[src/rtl/sobel_window_sequencer.sv]
`default_nettype none
// ============================================================================
// Module  : sobel_window_sequencer
// Brief   : Builds 3x3 windows from a raster stream and packs the operands.
//           Sequences the shared start/done handshake of two Sobel cores and
//           emits their averaged result and the frame maximum.
// Revision: 1.0  initial release
// ============================================================================
module sobel_window_sequencer #(
  parameter int COLS = 50,
  parameter int ROWS = 50
) (
  input  logic        clk,
  input  logic        reset,
  input  logic [7:0]  pix_in,
  input  logic        pix_valid,
  output logic        pix_ready,
  output logic        core_start,
  input  logic        core_done,
  output logic [47:0] x_ops,
  output logic [47:0] y_ops,
  input  logic [7:0]  x_res,
  input  logic [7:0]  y_res,
  output logic [7:0]  edge_out,
  output logic        edge_valid,
  output logic [7:0]  edge_max,
  output logic        frame_done
);

  localparam int CW = $clog2(COLS);
  localparam int RW = $clog2(ROWS);

  typedef enum logic [1:0] {
    S_FILL = 2'd0,
    S_RUN  = 2'd1,
    S_EMIT = 2'd2
  } state_t;

  state_t      state_q, state_d;
  logic [CW-1:0] col_q, col_d;
  logic [RW-1:0] row_q, row_d;
  logic        done_q, done_d;
  logic        last_q, last_d;
  logic [47:0] x_ops_q, x_ops_d, y_ops_q, y_ops_d;
  logic [7:0]  edge_out_q, edge_out_d, edge_max_q, edge_max_d;
  // Window history: *1 holds column col-1, *2 holds column col-2.
  logic [7:0]  t1_q, t1_d, t2_q, t2_d;
  logic [7:0]  m1_q, m1_d, m2_q, m2_d;
  logic [7:0]  b1_q, b1_d, b2_q, b2_d;

  logic [7:0]  lb1_mem [COLS];  // row-1
  logic [7:0]  lb2_mem [COLS];  // row-2

  logic        accept;
  logic [7:0]  up_pix, mid_pix, edge_new;

  assign accept   = pix_valid && (state_q == S_FILL);
  assign up_pix   = lb2_mem[col_q];
  assign mid_pix  = lb1_mem[col_q];
  assign edge_new = 8'(({1'b0, x_res} + {1'b0, y_res}) >> 1);

  always_comb begin
    state_d    = state_q;
    col_d      = col_q;
    row_d      = row_q;
    done_d     = core_done;
    last_d     = last_q;
    x_ops_d    = x_ops_q;
    y_ops_d    = y_ops_q;
    edge_out_d = edge_out_q;
    edge_max_d = edge_max_q;
    t1_d = t1_q; t2_d = t2_q;
    m1_d = m1_q; m2_d = m2_q;
    b1_d = b1_q; b2_d = b2_q;
    case (state_q)
      S_FILL: begin
        if (accept) begin
          t2_d = t1_q; t1_d = up_pix;
          m2_d = m1_q; m1_d = mid_pix;
          b2_d = b1_q; b1_d = pix_in;
          if (col_q == CW'(COLS - 1)) begin
            col_d = '0;
            row_d = (row_q == RW'(ROWS - 1)) ? '0 : row_q + RW'(1);
          end else begin
            col_d = col_q + CW'(1);
          end
          if (row_q == '0 && col_q == '0)
            edge_max_d = 8'd0;
          if (row_q >= RW'(2) && col_q >= CW'(2)) begin
            x_ops_d = {b2_q, m2_q, t2_q, pix_in, mid_pix, up_pix};
            y_ops_d = {pix_in, b1_q, b2_q, up_pix, t1_q, t2_q};
            last_d  = (row_q == RW'(ROWS - 1)) && (col_q == CW'(COLS - 1));
            state_d = S_RUN;
          end
        end
      end
      S_RUN: begin
        // done_q tracks core_done in every state, so a level left high from
        // the previous window never looks like a fresh rising edge here.
        if (core_done && !done_q) begin
          edge_out_d = edge_new;
          if (edge_new > edge_max_q)
            edge_max_d = edge_new;
          state_d = S_EMIT;
        end
      end
      S_EMIT:  state_d = S_FILL;
      default: state_d = S_FILL;
    endcase
  end

  always_ff @(posedge clk or posedge reset) begin
    if (reset) begin
      state_q    <= S_FILL;
      col_q      <= '0;
      row_q      <= '0;
      done_q     <= 1'b0;
      last_q     <= 1'b0;
      x_ops_q    <= '0;
      y_ops_q    <= '0;
      edge_out_q <= '0;
      edge_max_q <= '0;
      t1_q <= '0; t2_q <= '0;
      m1_q <= '0; m2_q <= '0;
      b1_q <= '0; b2_q <= '0;
    end else begin
      state_q    <= state_d;
      col_q      <= col_d;
      row_q      <= row_d;
      done_q     <= done_d;
      last_q     <= last_d;
      x_ops_q    <= x_ops_d;
      y_ops_q    <= y_ops_d;
      edge_out_q <= edge_out_d;
      edge_max_q <= edge_max_d;
      t1_q <= t1_d; t2_q <= t2_d;
      m1_q <= m1_d; m2_q <= m2_d;
      b1_q <= b1_d; b2_q <= b2_d;
    end
  end

  always_ff @(posedge clk) begin
    if (accept) begin
      lb2_mem[col_q] <= mid_pix;
      lb1_mem[col_q] <= pix_in;
    end
  end

  assign pix_ready  = (state_q == S_FILL);
  assign core_start = (state_q != S_RUN);
  assign edge_valid = (state_q == S_EMIT);
  assign frame_done = (state_q == S_EMIT) && last_q;
  assign x_ops      = x_ops_q;
  assign y_ops      = y_ops_q;
  assign edge_out   = edge_out_q;
  assign edge_max   = edge_max_q;

endmodule
`default_nettype wire
[config.mk]
export PLATFORM = sky130hd
export DESIGN_NAME = sobel_window_sequencer
export DESIGN_NICKNAME = d
export VERILOG_FILES = /design/src/rtl/sobel_window_sequencer.sv
export SDC_FILE = /design/constraint.sdc
export NUM_CORES = 1
export LEC_CHECK = 0
export ABC_AREA = 1
export ABC_CLOCK_PERIOD_IN_PS = 14100
export CAP_MARGIN = 5
export CORE_MARGIN = 4
export CORE_UTILIZATION = 60
export DETAILED_ROUTE_END_ITERATION = 6
export PLACE_DENSITY_LB_ADDON = 0.2
export SYNTH_ARGS = -nofsm -noshare
export SYNTH_HDL_FRONTEND = slang
export SYNTH_SLANG_ARGS = --single-unit
[constraint.sdc]
create_clock -name clk -period 14.1 [get_ports clk]
set_clock_uncertainty 0.15 [all_clocks]
set_input_delay 2.82 -clock clk [delete_from_list [all_inputs] [get_ports clk]]
set_output_delay 2.82 -clock clk [all_outputs]
set_load 0.005 [all_outputs]
# Word level (Yosys, flattened, before mapping)
# Memories as Yosys holds them, arrays and structs flattened.
# Index checks and enable logic that the tools add are counted.
dict set report word_totals {
  inputBits 28
  ff_bits 176
  ramBits 800
  mem_count 2
  elab_cells 63
  out_inout_bits 116
}
# name depth word_bits rd rd_ports_with_merged_regs wr line
set mem_list {}
lappend mem_list {lb1_mem 50 8 1 0 1 51} ;# logic [7:0] lb1_mem [COLS];
lappend mem_list {lb2_mem 50 8 1 0 1 52} ;# logic [7:0] lb2_mem [COLS];
dict set report classes {
  n_eq_ne 10
  n_reduce_logical 17
  add_sub_neg 3
  magnitude_cmp 3
  mux 13
}
# operator n
set ops {}
lappend ops {{$mux W8} 4}
lappend ops {{$pmux W8 S2} 1}
lappend ops {{$add A6 B1 Y6 const B} 2}
lappend ops {{$eq A6 B6 Y1 const B} 2}
lappend ops {{$ge A6 B2 Y1 const B} 2}
lappend ops {{$logic_not A6 Y1} 2}
lappend ops {{$mux W6} 2}
lappend ops {{$add A8 B8 Y9} 1}
lappend ops {{$reduce_and A3 Y1} 3}
lappend ops {{$gt A8 B8 Y1} 1}
lappend ops {{$ne A2 B1 Y1 const B} 4}
lappend ops {{$logic_and A1 B1 Y1} 6}
lappend ops {{$mux W2} 3}
lappend ops {{$reduce_and A5 Y1} 1}
lappend ops {{$ne A2 B2 Y1 const B} 2}
lappend ops {{$pmux W2 S2} 1}
lappend ops {{$reduce_and A2 Y1} 2}
lappend ops {{$eq A2 B1 Y1 const B} 1}
lappend ops {{$eq A2 B2 Y1 const B} 1}
lappend ops {{$logic_not A2 Y1} 1}
lappend ops {{$mux W1} 2}
lappend ops {{$reduce_bool A2 Y1} 1}
lappend ops {{$logic_not A1 Y1} 1}

# Depth between registers and ports, before layout
dict set report logic_depth {
  depth_word 5
  mapped_depth 19
  ltp_nobuf 18
}

# Worst setup path after synthesis
# OpenSTA, ideal clock, no wires.
dict set report synth_path {
  kind {input to register}
  startpoint {input x_res[2]}
  endpoint {register edge_max_q[0], in the netlist edge_max[0]}
  setup_time_ns 0.121
  required_time_ns 13.829
  path_slack_ns 9.008
  n_path_buf 1
  arrival_time_ns 4.821
  cell_stages 17
  cell_sequence {ha_1 nand2_1 o21ai_0 nand3_1 nand3_1 nand2_1 ha_1 nand2_1 nor2_1 nand2_1 nand2_1 nand2_1 nand2_1 nand2_2 buf_6 nand2_1 o21ai_1}
}
dict set report synth_via {
  elab_chain_len 4
}
# item line
set synth_lines {}
lappend synth_lines {{start: declaration} 22} ;# input logic [7:0] x_res,
lappend synth_lines {{$add A8 B8 Y9} 60} ;# assign edge_new = 8'(({1'b0, x_res} + {1'b0, y_res}) >> 1);
lappend synth_lines {{via edge_new[6]} 55} ;# logic [7:0] up_pix, mid_pix, edge_new;
lappend synth_lines {{$gt A8 B8 Y1} 102} ;# if (edge_new > edge_max_q)
lappend synth_lines {{$ne A2 B2 Y1 (no source line)} --}
lappend synth_lines {{$reduce_and A5 Y1 (no source line)} --}
lappend synth_lines {{end signal: assignment} 135} ;# edge_max_q <= edge_max_d;
lappend synth_lines {{end: declaration} 45} ;# logic [7:0] edge_out_q, edge_out_d, edge_max_q, edge_max_d;
# The timed path passes the listed nets, and every way through them passes these cells.
# A chain may end at the register's enable or synchronous reset.

# Worst setup path after layout
dict set report layout_path {
  startpoint {input pix_valid}
  endpoint {memory lb2_mem[49][5] (enable)}
}
dict set report layout_via {
  elab_chain_len 3
}
# item line
set layout_lines {}
lappend layout_lines {{start: declaration} 16} ;# input logic pix_valid,
lappend layout_lines {{$logic_and A1 B1 Y1} 57} ;# assign accept = pix_valid && (state_q == S_FILL);
lappend layout_lines {{$mux W1} 143} ;# if (accept) begin
lappend layout_lines {{$mux W1 (implied by the code)} 144} ;# lb2_mem[col_q] <= mid_pix;
lappend layout_lines {{end: declaration} 52}
# Every way passes these cells.

==> key figures <==
Outcome
  – Status: finished, final reports clean

Clock tree
  – CTS Hold Bufs: 0
  – Sink Count: about 940
  – Post-CTS setup buffer count: 0
  – H-tree levels: 3
  – Clock transition at path regs: approximately 0.060 ns
  – Resize count post-CTS: 0
  – Clock Path Buffers: 3
  – Cts bufs inserted: 94
  – Clock tree root buffer cell: clkbuf_16
  – TritonCTS clock tree: built
  – Clock Latency Late Sink: 0.65 ns

Critical path
  – CP Launch Type: input port
  – Kind of critical path: input port to flop
  – Crit path arrival time: 5.41 ns
  – Critical Path Sink Type: flop
  – Worst EP required: around 14 ns
  – Worst-path fanout max: 41

Floorplan
  – Core area: 66100 µm²
  – Die width: around 270 µm
  – Die area: a little over 70000 µm²
  – Initial Util: between 60% and 70%
  – Row Count: 94
  – Ports: between 100 and 150
  – Die Ht: around 270 µm

Drt
  – DRT Wirelength: between 90 and 100 mm
  – Antenna Nets Post-Route: 0
  – Via count: between 20000 and 30000
  – Wire length per cell: 19.4 µm
  – DRC viols: 0
  – 1st-iter DRT viols: 2951
  – Via density: 5.40
  – DRT Pass-1 Iters: 6

Final layout
  – Core Util, Final: approximately two thirds
  – Nets: 4150
  – Share of cells above drive strength 1: under 10%
  – Most common cell after layout, fill and taps aside: nand2_1
  – Filler cell count: roughly 4900
  – Seq. cell area: 27600 µm²
  – Area Overhead vs Synth: 12.4%
  – Most frequent cells in the layout: 2356 x nand2_1, 800 x edfxtp_1, 144 x nor2_1
  – Area of the multi-input gates: 10900 µm²
  – Fin cells: 5045

Global route
  – Initial antenna violation count: 0
  – First-pass GRT wire length: 149 mm
  – Largest net degree at the start of global routing: 170
  – Gr ovfl total: 0
  – GRT Total Usage: 27.5%
  – Vias in the first global route: 25763

Yosys
  – Ys async rst share: ~15%
  – Ys Warns: 0
  – Cell Area, Synth: between 40000 and 50000 µm²
  – Number of flops mapped to enable cells by yosys: 800
  – Synthesis-stage register bit count: about 940
  – Synth Flop Type: edfxtp_1
  – Syn nets: approximately 4000
  – Post-Syn Instances: approximately 4000
  – Sequential fraction of the synthesis area: 68.8%
  – Syn_area_per_cell: around 10 µm²
  – Yosys cell types: 39

Power
  – Worst VDD drop: 0.174 mV
  – Static leakage power: just under 20 nW
  – Total power per unit cell area: between 200 and 250 nW/µm²

Place
  – Cell count after placement: 4866
  – Detail Placement HPWL: between 50 and 60 mm
  – I/O Buffers: ~140
  – Routability Congestion: 0.929

STA
  – Final hold violation count: 0
  – Final setup TNS: 0 ns
  – Slew headroom: about 16%
  – Max Fclk: around 0.19 GHz
  – Fin. max-slew vios: 0
  – RSZ-0062 raised after global routing: false
  – Worst Max-Slew Pin Slew: about 1.3 ns
  – Final Cycle Share: between 30% and 40%
  – Final setup viols: 0
  – Tmin final: approximately 5.3 ns

Job
  – MaxCap Viol Count: 0

Min path
  – Hold Crit Class: flop to flop
## cell usage after synthesis (8+ instances only)
cell type / instances / area [µm²]
buf_6: 22 / 248
clkbuf_1: 40 / 150
buf_1: 24 / 90.1
o21ai_1: 15 / 75.1
inv_1: 76 / 285
buf_2: 71 / 355
nand3_1: 26 / 130
buf_4: 60 / 450
inv_2: 8 / 30.0
nor2_1: 144 / 541
ha_1: 23 / 288
nor3_1: 8 / 40.0
a21oi_1: 29 / 145
o21ai_0: 93 / 465
nand2_1: 2358 / 8850
edfxtp_1: 800 / 24000
dfrtp_1: 144 / 3600
nand2_2: 11 / 68.8
## layer usage
| layer | vias to the layer above | part of all wire (%) | global-route usage [%] |
|---|---|---|---|
| met4 | 0 | 3.3 | 9.32 |
| li1 | 13063 | - | - |
| met3 | 212 | 7.6 | 4.99 |
| met5 | - | 0 | 0 |
| met2 | 1033 | 49 | 45.6 |
| met1 | 12952 | 40 | 37.3 |
## cell families (layout without fill, tap and decap cells)
| family | after synthesis | after routing | share of synthesized area [%] |
|---|---|---|---|
| and+or+nand+nor | 2568 | 2568 | 24.4 |
| DFF | 944 | 944 | 68.8 |
| buffers and inverters | 307 | 494 | 4.10 |
| AOI/OAI and AO/OA | 146 | 146 | 1.88 |
| adders and majority gates | 24 | 24 | 0.766 |
| xor gates and xnor gates | 4 | 4 | 0.0872 |
| other | 0 | 1 | 0 |
## power by group
group,switching [W],internal (W)
combinational,0.00239,0.000900
sequential,0.000172,0.00363
clock,0.00104,0.00146
## sequential cells by signal (all words and copies together) (netlist names)
signal / flops
row_q: 6
y_ops: 17
x_ops: 47
b1_q: 8
lb2_mem: 400
done_q: 1
col_q: 6
t2_q: 8
edge_out: 8
lb1_mem: 400
m1_q: 8
last_q: 1
state_q: 2
edge_max: 8
t1_q: 8
m2_q: 8
b2_q: 8
## final cells by class
cell class | count | share of cell area, %
Multi-Input combinational cell | 2742 | 24.2
Inverter | 89 | 0.792
Clock buffer | 121 | 5.86
Antenna cell | 1 | 0.00554
Sequential cell | 944 | 61.2
Timing Repair Buffer | 227 | 4.53
Tap cell | 864 | 2.39
Clock inverter | 57 | 1.06
## worst max-delay path: stages
cell	delay, ns
clkdlybuf4s50_1	0.47
nand2_2	0.07
inv_2	0.57
nand3_1	0.40
nor2_1	1.05
## final timing paths
check / from / endpoint / slack (ns) / cells past startpoint
max: pix_valid / lb2_mem[49][5] / 8.79 / 5
min: b2_q[7] / y_ops[31] / 0.31 / 2
max reg2reg: col_q[0] / lb2_mem[10][1] / 8.98 / 14
min reg2reg: b2_q[7] / y_ops[31] / 0.31 / 2
max in group asynchronous: reset / x_ops[4] / 9.93 / 3
min in group asynchronous: reset / edge_out[6] / 2.50 / 2
## per-stage QoR
step / total power (W) / area, µm² / hold WS [ns] / setup WS, ns
2_1_floorplan: 0.00590 / 40200 / 0.292 / 7.26
6_report: 0.00959 / 45200 / 0.313 / 8.79
3_3_place_gp: 0.00707 / 42000 / 0.302 / 8.26
4_1_cts: 0.00961 / 45200 / 0.320 / 8.87
5_1_grt: 0.0101 / 45200 / 0.330 / 8.62
3_5_place_dp: 0.00712 / 42000 / 0.308 / 8.20
(Power assumes the default switching activity.)
